[config.mk]
export PLATFORM = sky130hd
export DESIGN_NAME = hack_arb_mux
export DESIGN_NICKNAME = d
export VERILOG_FILES = /design/src/rtl/hack_mux_pkg.sv /design/src/rtl/hack_rr_arbiter.sv /design/src/rtl/hack_arb_mux.sv
export SDC_FILE = /design/constraint.sdc
export NUM_CORES = 1
export LEC_CHECK = 0
export ABC_CLOCK_PERIOD_IN_PS = 3500
export BUFFER_PORTS_ARGS = -buffer_cell sky130_fd_sc_hd__buf_2
export CAP_MARGIN = 20
export CORE_MARGIN = 5
export CORE_UTILIZATION = 32
export DETAILED_ROUTE_END_ITERATION = 12
export GPL_ROUTABILITY_DRIVEN = 0
export PLACE_DENSITY_LB_ADDON = 0.2
export SLEW_MARGIN = 20
export SYNTH_ARGS = -nofsm -noshare
export SYNTH_HDL_FRONTEND = slang
export SYNTH_SLANG_ARGS = --single-unit
[constraint.sdc]
create_clock -name clk -period 3.5 [get_ports clk]
set_input_delay 0.175 -clock clk [delete_from_list [all_inputs] [get_ports clk]]
set_output_delay 0.175 -clock clk [all_outputs]
set_load 0.05 [all_outputs]
[src/rtl/hack_mux_pkg.sv]
`default_nettype none
// ============================================================================
// Module   : hack_mux_pkg
// Purpose  : Shared definitions for the Hack arbitrating multiplexer family.
//            - sel_width(): width of a channel index (clog2, minimum 1)
//            - hack_hs_t  : valid/ready handshake pair
// Revision : 1.0  initial release
// ============================================================================
package hack_mux_pkg;

  typedef struct packed {
    logic valid;
    logic ready;
  } hack_hs_t;

  // ceil(log2(n)) but never less than 1, so a 2-way mux still has a 1-bit index
  function automatic int sel_width(input int n);
    int w;
    w = 1;
    for (int k = 1; k < 31; k++) begin
      if ((1 << k) < n) w = k + 1;
    end
    return w;
  endfunction

endpackage
`default_nettype wire

[src/rtl/hack_rr_arbiter.sv]
`default_nettype none
// ============================================================================
// Module   : hack_rr_arbiter
// Purpose  : Combinational round-robin arbiter. Grants the first requester
//            found searching ptr, ptr+1, ..., N-1, 0, ..., ptr-1.
// Ports    : req[N]        request vector
//            ptr           search start index (0..N-1)
//            grant[N]      one-hot grant (all zero when no request)
//            grant_idx     index of the granted channel (0 when none)
//            any           at least one request present
// Revision : 1.0  initial release
// ============================================================================
module hack_rr_arbiter
  import hack_mux_pkg::*;
#(
  parameter  int N    = 4,
  localparam int SELW = sel_width(N)
) (
  input  logic [N-1:0]    req,
  input  logic [SELW-1:0] ptr,
  output logic [N-1:0]    grant,
  output logic [SELW-1:0] grant_idx,
  output logic            any
);

  always_comb begin
    int   w_start;
    int   w_idx;
    logic w_found;
    grant     = '0;
    grant_idx = '0;
    w_found   = 1'b0;
    w_idx     = 0;
    // An out-of-range pointer (only reachable for non-power-of-two N) falls
    // back to channel 0 rather than skipping the search.
    w_start   = (int'(ptr) < N) ? int'(ptr) : 0;
    for (int k = 0; k < N; k++) begin
      w_idx = w_start + k;
      if (w_idx >= N) w_idx = w_idx - N;
      if (!w_found && req[w_idx]) begin
        w_found          = 1'b1;
        grant[w_idx]     = 1'b1;
        grant_idx        = SELW'(w_idx);
      end
    end
    any = w_found;
  end

endmodule
`default_nettype wire

[src/rtl/hack_arb_mux.sv]
`default_nettype none
// ============================================================================
// Module   : hack_arb_mux
// Purpose  : N-way, W-bit round-robin arbitrating multiplexer with
//            valid/ready on every input and a registered output stage.
// Ports    : clk, rst (async, active-high)
//            in_data[N*W]  channel i at [i*W +: W]
//            in_valid[N]   / in_ready[N]  per-channel handshake
//            out_data[W], out_valid, out_ready, out_sel[SELW]
// Options  : HACK_ARB_MUX_FORCE_EN adds force_en / force_sel, which restrict
//            the grant to one channel without moving the round-robin pointer.
// Revision : 1.0  initial release
// ============================================================================
module hack_arb_mux
  import hack_mux_pkg::*;
#(
  parameter  int W    = 16,
  parameter  int N    = 4,
  localparam int SELW = sel_width(N)
) (
  input  logic            clk,
  input  logic            rst,
  input  logic [N*W-1:0]  in_data,
  input  logic [N-1:0]    in_valid,
  output logic [N-1:0]    in_ready,
  output logic [W-1:0]    out_data,
  output logic            out_valid,
  input  logic            out_ready,
  output logic [SELW-1:0] out_sel
`ifdef HACK_ARB_MUX_FORCE_EN
  ,
  input  logic            force_en,
  input  logic [SELW-1:0] force_sel
`endif
);

  logic [W-1:0]    r_out_data;
  logic [SELW-1:0] r_out_sel;
  logic            r_out_valid;
  logic [SELW-1:0] r_ptr;

  logic [N-1:0]    w_req;
  logic [N-1:0]    w_grant;
  logic [SELW-1:0] w_grant_idx;
  logic            w_any;
  logic            w_load;
  logic            w_accept;
  logic            w_ptr_upd;
  logic [SELW-1:0] w_ptr_next;
  logic [W-1:0]    w_sel_data;
  logic [W-1:0]    w_slice [N];
  hack_hs_t        w_out_hs;

`ifdef HACK_ARB_MUX_FORCE_EN
  // Forcing masks the request vector down to the selected channel; an index
  // of N or more matches no channel and therefore grants nothing.
  always_comb begin
    w_req = in_valid;
    if (force_en) begin
      w_req = '0;
      for (int i = 0; i < N; i++) begin
        if (int'(force_sel) == i) w_req[i] = in_valid[i];
      end
    end
  end
  assign w_ptr_upd = ~force_en;
`else
  assign w_req     = in_valid;
  assign w_ptr_upd = 1'b1;
`endif

  hack_rr_arbiter #(.N(N)) u_arb (
    .req       (w_req),
    .ptr       (r_ptr),
    .grant     (w_grant),
    .grant_idx (w_grant_idx),
    .any       (w_any)
  );

  assign w_out_hs.valid = r_out_valid;
  assign w_out_hs.ready = out_ready;

  // Register is empty or being drained this cycle, so it can take a new word
  assign w_load   = ~w_out_hs.valid | w_out_hs.ready;
  assign w_accept = w_any & w_load;

  // rst gating keeps in_ready low during an asynchronous reset even though
  // the emptied register would otherwise report load=1.
  assign in_ready = w_grant & {N{w_load & ~rst}};

  // AND-OR select: grant is one-hot, so at most one slice is non-zero
  for (genvar gi = 0; gi < N; gi++) begin : g_sel
    assign w_slice[gi] = in_data[gi*W +: W] & {W{w_grant[gi]}};
  end

  always_comb begin
    w_sel_data = '0;
    for (int i = 0; i < N; i++) w_sel_data = w_sel_data | w_slice[i];
  end

  // Explicit wrap so non-power-of-two N never leaves the pointer at N
  assign w_ptr_next = (w_grant_idx == SELW'(N - 1)) ? '0 : w_grant_idx + SELW'(1);

  always_ff @(posedge clk or posedge rst) begin
    if (rst) begin
      r_out_data  <= '0;
      r_out_sel   <= '0;
      r_out_valid <= 1'b0;
      r_ptr       <= '0;
    end else if (w_accept) begin
      r_out_data  <= w_sel_data;
      r_out_sel   <= w_grant_idx;
      r_out_valid <= 1'b1;
      if (w_ptr_upd) r_ptr <= w_ptr_next;
    end else if (w_load) begin
      r_out_valid <= 1'b0;
    end
  end

  assign out_data  = r_out_data;
  assign out_sel   = r_out_sel;
  assign out_valid = r_out_valid;

endmodule
`default_nettype wire

==> flow_metrics.env, run 1 <==
export IMPL_status="complete, no violations"
export IMPL_ys_seq_area_frac=0.252
export IMPL_ir_drop_uv=517
export IMPL_final_cell_mix="buf_2 (93), nor2_1 (29), a21oi_1 (24)"
export IMPL_final_antenna_net_count=0
export IMPL_grt_ovfl_total=0
export IMPL_yosys_cell_types_count=38
export IMPL_worst_slew_pin_slew_ps=730
export IMPL_wl_per_cell_microns=19.0
export IMPL_ys_warn_count=0
export IMPL_synthCells=244
export IMPL_finalWirelength_microns=7830
export IMPL_crit_path_top_delay_cell="mux4_2"
export IMPL_cts_setup_buffers=0
export IMPL_fin_cells=413
export IMPL_io_buffers=93
export IMPL_p_total_mw=3.09
export IMPL_max_freq_mhz=311
export IMPL_syn_nets=320
export IMPL_cts_tree="built"
export IMPL_cap_violations=0
export IMPL_grt_setup_unrepaired="false"
export IMPL_htree_levels=1
export IMPL_rows=29
export IMPL_path_cells="inv_1 > ha_1 > mux4_2 > nor3_4 > and2b_2 > and2_1 > nor2_1 > nor2_1 > buf_2"
export IMPL_fin_worst_skew_ps=1.99
export IMPL_hp_class="input pin to flop"
export IMPL_seq_area_sq_um=526
export IMPL_setup_viol=0
export IMPL_path_clk_slew_ps=80
export IMPL_routed_via_density=6.00
export IMPL_post_route_util=0.424
export IMPL_period_share=0.920
export IMPL_nets=413
export IMPL_dp_cells=408
export IMPL_cts_buffers=3
export IMPL_die_area_sq_um=8240
export IMPL_ios=94
export IMPL_p_per_area_nw_per_um2=1150
export IMPL_die_w_microns=90.8
export IMPL_path_max_fanout=9
export IMPL_crit_type="flop to output pin"
export IMPL_hold_viol=0
export IMPL_slew_headroom=0.513
export IMPL_design_core_area_sq_um=6350
export IMPL_fin_crit_ps=3220
export IMPL_synth_area_sq_um=2090
export IMPL_grt_antenna_before_repair=0
export IMPL_tns_ps=0
export IMPL_multi_input_area_sq_um=1410
export IMPL_cts_resized=0
export IMPL_die_height_microns=90.8
export IMPL_crit_arrival_ps=3040
export IMPL_fin_area_sq_um=2690
export IMPL_endpoint_kind="output pin"
export IMPL_drv_slew=0
export IMPL_clockBufferDepth=2
export IMPL_dpl_hpwl_microns=5700
export IMPL_grtUsageTotal=0.184
export IMPL_first_global_vias=2543
export IMPL_cp_start_kind="flop"
export IMPL_start_util=0.329
export IMPL_synth_async_reset_ratio=1.00
export IMPL_syn2layout_area_growth_pct=28.9
export IMPL_clock_latency_ps=260
export IMPL_n_fill_cell=672
export IMPL_via_count=2480
export IMPL_root_buffer="clkbuf_8"
export IMPL_cpPeakStageDelay_ps=600
export IMPL_synth_seq_cells=21
export IMPL_n_antenna_cell=0
export IMPL_drcViolationCount=0
export IMPL_synth_enable_flop_cells=0
export IMPL_cp_common_cell="nor2_1"
export IMPL_numClockSinks=21
export IMPL_synth_area_per_cell_sq_um=8.56
export IMPL_synthFlopType="dfrtp_1"
export IMPL_drive_gt1_frac=0.399
export IMPL_dpl_instance_area_sq_um=2640
export IMPL_hold_buffers=1
export IMPL_layout_commonest_cell="buf_2"
export IMPL_initialDrtViolationCount=256
export IMPL_required_ps=3320
export IMPL_firstDrtPassIters=6
export IMPL_grt_pass1_wl_microns=12700
export IMPL_p_leak_nw=1.17
export IMPL_grt_max_degree=24
==> metal layers <==
layer | vias up | global-route usage | routed length, microns
met1 | 1181 | 0.260 | 3480
met5 | - | 0 | 0
met4 | 0 | 0.0391 | 89
met3 | 10 | 0.0350 | 615
met2 | 120 | 0.292 | 3640
li1 | 1169 | - | -
==> where the power goes <==
group | switching [mW] | internal [mW]
registers | 0.0596 | 0.369
clock network | 0.0845 | 0.0812
logic | 1.60 | 0.890
total | 1.75 | 1.34
==> sequential cells by signal, summed over array words and instances (netlist names) <==
| name | count |
|---|---|
| out_data | 16 |
| out_sel | 2 |
| out_valid | 1 |
| r_ptr | 2 |
==> cell families (layout without fill, tap and decap cells) <==
| group | Yosys count | after routing | synth area share |
|---|---|---|---|
| flops | 21 | 21 | 0.252 |
| buf+inv | 29 | 121 | 0.0773 |
| simple gates | 62 | 62 | 0.134 |
| fa+ha+maj | 5 | 5 | 0.0300 |
| mux | 14 | 14 | 0.0869 |
| xor+xnor | 1 | 1 | 0.00419 |
| compound gates | 112 | 112 | 0.416 |
==> stage by stage <==
stage | setup slack (ps) | hold WS, ps
6_report | 281 | 165
5_1_grt | 109 | 182
4_1_cts | 298 | 164
3_5_place_dp | 607 | 283
3_3_place_gp | 653 | 292
2_1_floorplan | 55.5 | 160
==> worst paths after layout <==
| kind | startpoint | end | slack (ps) | cells after the start |
|---|---|---|---|---|
| worst max-delay path | r_ptr[1]$_DFFE_PP0P_ | in_ready[0] | 280 | 9 |
| worst min-delay path | in_data[24] | out_data[8]$_DFFE_PP0P_ | 160 | 3 |
| worst max register to register | r_ptr[1]$_DFFE_PP0P_ | out_data[2]$_DFFE_PP0P_ | 670 | 9 |
| worst min register to register | out_sel[1]$_DFFE_PP0P_ | out_sel[1]$_DFFE_PP0P_ | 530 | 1 |
| max in group asynchronous | rst | out_sel[0]$_DFFE_PP0P_ | 2720 | 4 |
| min in group asynchronous | rst | out_data[1]$_DFFE_PP0P_ | 550 | 4 |
==> layout make-up <==
cell class / count / area share
clock buffer: 4 / 0.0167
inverter: 8 / 0.0112
multi-input combinational: 194 / 0.523
sequential: 21 / 0.195
tap: 77 / 0.0358
timing repair buffer: 109 / 0.218
==> synth_stat cells (all sizes together) (2+ instances only) <==
| master | count | area [sq um] |
|---|---|---|
| a211oi | 4 | 40.0 |
| a21oi | 29 | 160 |
| a221oi | 17 | 180 |
| a222oi | 19 | 190 |
| a22oi | 12 | 90.1 |
| a31oi | 13 | 81.3 |
| a32o | 2 | 20.0 |
| and2 | 2 | 15.0 |
| buf | 14 | 105 |
| clkbuf | 7 | 26.3 |
| dfrtp | 21 | 526 |
| ha | 5 | 62.6 |
| inv | 8 | 30.0 |
| mux2 | 3 | 33.8 |
| mux2i | 8 | 80.1 |
| mux4 | 3 | 67.6 |
| nand2 | 19 | 71.3 |
| nand2b | 5 | 31.3 |
| nor2 | 30 | 113 |
| nor2b | 2 | 12.5 |
| o21ai | 3 | 15.0 |
| o22ai | 8 | 50.1 |
==> critical path: cells and delay by family, from the launching register on <==
| family | cells | cell delay, ps |
|---|---|---|
| flip-flops | 1 | 360 |
| AND/OR/NAND/NOR | 5 | 940 |
| adder cells (fa/ha/maj) | 1 | 510 |
| multiplexers | 1 | 600 |
| buffers and inverters | 2 | 370 |
Note: power is estimated with default switching activity, not from simulation.
==> run 2: changes to the inputs <==
--- a/config.mk
+++ b/config.mk
@@ -8,6 +8,7 @@
 export ABC_CLOCK_PERIOD_IN_PS = 3500
 export BUFFER_PORTS_ARGS = -buffer_cell sky130_fd_sc_hd__buf_2
 export CAP_MARGIN = 20
+export CORE_ASPECT_RATIO = 2
 export CORE_MARGIN = 5
 export CORE_UTILIZATION = 32
 export DETAILED_ROUTE_END_ITERATION = 12
==> constraint.sdc (replaced) <==
create_clock -name clk -period 3.5 [get_ports clk]
set_input_delay 0.525 -clock clk [delete_from_list [all_inputs] [get_ports clk]]
set_output_delay 0.525 -clock clk [all_outputs]
set_load 0.05 [all_outputs]
==> run 2 against run 1 <==
- wire length increased by 8.4%
- first-iteration DRC count fell by 16%
- flip-flop and latch count is the same
- hold slack better by 130 ps
- setup slack worse by 80 ps
- via count rose by 2.9%
- clock skew shrank 0.93 ps
- maximum frequency is 2.4% lower
- count of clock-buffer cells in the layout shrank 1
- final area up 2.6%
- non-clock buffer count is 1 higher
- core utilization up 1.0 points
- largest cell class unchanged
- largest power group unchanged
==> flow_metrics.env, run 2 (synthesized netlist as in run 1, its figures left out) <==
export IMPL_grt_antenna_before_repair=0
export IMPL_grt_pass1_wl_microns=13500
export IMPL_clock_latency_ps=260
export IMPL_fin_crit_ps=3300
export IMPL_grt_setup_unrepaired="false"
export IMPL_clockBufferDepth=2
export IMPL_worst_slew_pin_slew_ps=649
export IMPL_max_freq_mhz=303
export IMPL_cts_buffers=3
export IMPL_layout_commonest_cell="buf_2"
export IMPL_power_frac_seq=0.138
export IMPL_reg2reg_setup_slack_ps=760
export IMPL_path_max_fanout=5
export IMPL_final_cell_mix="buf_2 (93), nor2_1 (26), a21oi_1 (24)"
export IMPL_post_route_util=0.434
export IMPL_n_antenna_cell=0
export IMPL_hold_buffers=0
export IMPL_hold_viol=0
export IMPL_required_ps=2970
export IMPL_endpoint_kind="output pin"
export IMPL_initialDrtViolationCount=216
export IMPL_die_height_microns=124
export IMPL_slew_headroom=0.567
export IMPL_wl_per_cell_microns=20.1
export IMPL_crit_type="flop to output pin"
export IMPL_htree_levels=1
export IMPL_start_util=0.328
export IMPL_cts_resized=0
export IMPL_via_count=2552
export IMPL_drcViolationCount=0
export IMPL_ir_drop_uv=495
export IMPL_grt_max_degree=23
export IMPL_status="complete, no violations"
export IMPL_p_clk_frac=0.076
export IMPL_largest_reg_flops=16
export IMPL_p_per_area_nw_per_um2=1170
export IMPL_routed_via_density=6.03
export IMPL_switching_share=0.562
export IMPL_drv_slew=0
export IMPL_combPwrFrac=0.786
export IMPL_p_leak_nw=1.19
export IMPL_io_buffers=93
export IMPL_drive_gt1_frac=0.415
export IMPL_root_buffer="clkbuf_16"
export IMPL_rows=41
export IMPL_numClockSinks=21
export IMPL_cap_violations=0
export IMPL_design_core_area_sq_um=6360
export IMPL_cts_tree="built"
export IMPL_hp_class="input pin to asynchronous set/reset pin"
export IMPL_dpl_hpwl_microns=6330
export IMPL_final_antenna_net_count=0
export IMPL_cellInternalPower_mw=1.41
export IMPL_power_switching_mw=1.81
export IMPL_cts_setup_buffers=0
export IMPL_die_w_microns=67.1
export IMPL_nets=414
export IMPL_setup_viol=0
export IMPL_grtUsageTotal=0.208
export IMPL_cp_start_kind="flop"
export IMPL_fin_worst_skew_ps=1.06
export IMPL_die_area_sq_um=8340
export IMPL_grt_ovfl_total=0
export IMPL_firstDrtPassIters=5
export IMPL_path_clk_slew_ps=60
export IMPL_crit_arrival_ps=2770
export IMPL_finalWirelength_microns=8490
export IMPL_period_share=0.943
export IMPL_p_total_mw=3.23
export IMPL_ios=94
export IMPL_first_global_vias=2672
export IMPL_syn2layout_area_growth_pct=32.2
run 2: cell count changes in the layout (fill, tap and decap cells not counted), moves of 2 or more:
cell | previous run | this run
clkbuf_16 | 0 | 3
buf_4 | 15 | 17
nor2_1 | 29 | 26
clkbuf_8 | 3 | 0
nor2_4 | 0 | 2
run 2: worst paths after layout:
| check | cells after the start | end | startpoint |
|---|---|---|---|
| max reg2reg | 10 | r_ptr[1]$_DFFE_PP0P_ | r_ptr[1]$_DFFE_PP0P_ |
| min | 3 | out_sel[0]$_DFFE_PP0P_ | rst |
| max | 9 | in_ready[0] | r_ptr[1]$_DFFE_PP0P_ |
| max in group asynchronous | 3 | out_data[1]$_DFFE_PP0P_ | rst |
| min in group clk | 1 | out_sel[1]$_DFFE_PP0P_ | out_sel[1]$_DFFE_PP0P_ |
| min reg2reg | 1 | out_sel[1]$_DFFE_PP0P_ | out_sel[1]$_DFFE_PP0P_ |
run 2: stage by stage:
step | instances | worst slack, ps | area, sq um | hold slack (ps) | TNS [ps]
2_1_floorplan | 244 | -69.3 | 2110 | 510 | -69.3
3_3_place_gp | 419 | 466 | 2680 | 502 | 0
3_5_place_dp | 419 | 460 | 2680 | 508 | 0
4_1_cts | 423 | 189 | 2760 | 305 | 0
5_1_grt | 423 | 29.3 | 2760 | 324 | 0
6_report | 423 | 201 | 2760 | 292 | 0
run 2: metal layers:
| metal | vias to the layer above | global-route usage | wire, microns |
|---|---|---|---|
| li1 | 1167 | - | - |
| met1 | 1216 | 0.227 | 2990 |
| met2 | 147 | 0.381 | 4750 |
| met3 | 22 | 0.0181 | 508 |
| met4 | 0 | 0.0957 | 241 |
| met5 | - | 0 | 0 |
run 2: cell type report:
cell class,count,area (sq um)
sequential,21,526
clock buffer,3,75.1
timing repair buffer,110,593
multi-input combinational,194,1430
inverter,8,30.0
clock inverter,1,5.00
fill,711,3600
tap,86,108
run 2: critical path, stage by stage (launching register included):
cell	delay, ps
dfrtp_1	360
inv_1	110
ha_1	330
mux4_2	550
nor3_4	240
and2b_2	210
and2_1	250
nor2_1	90
nor2_2	90
buf_2	270
run 2: power by group through the flow:
stage          clock [mW]  sequential [mW]  combinational [mW]
2_1_floorplan           0            0.808                1.53
3_3_place_gp            0            0.448                2.51
4_1_cts             0.251            0.446                2.53
3_5_place_dp            0            0.450                2.53
6_report            0.247            0.445                2.54
5_1_grt             0.263            0.458                2.74
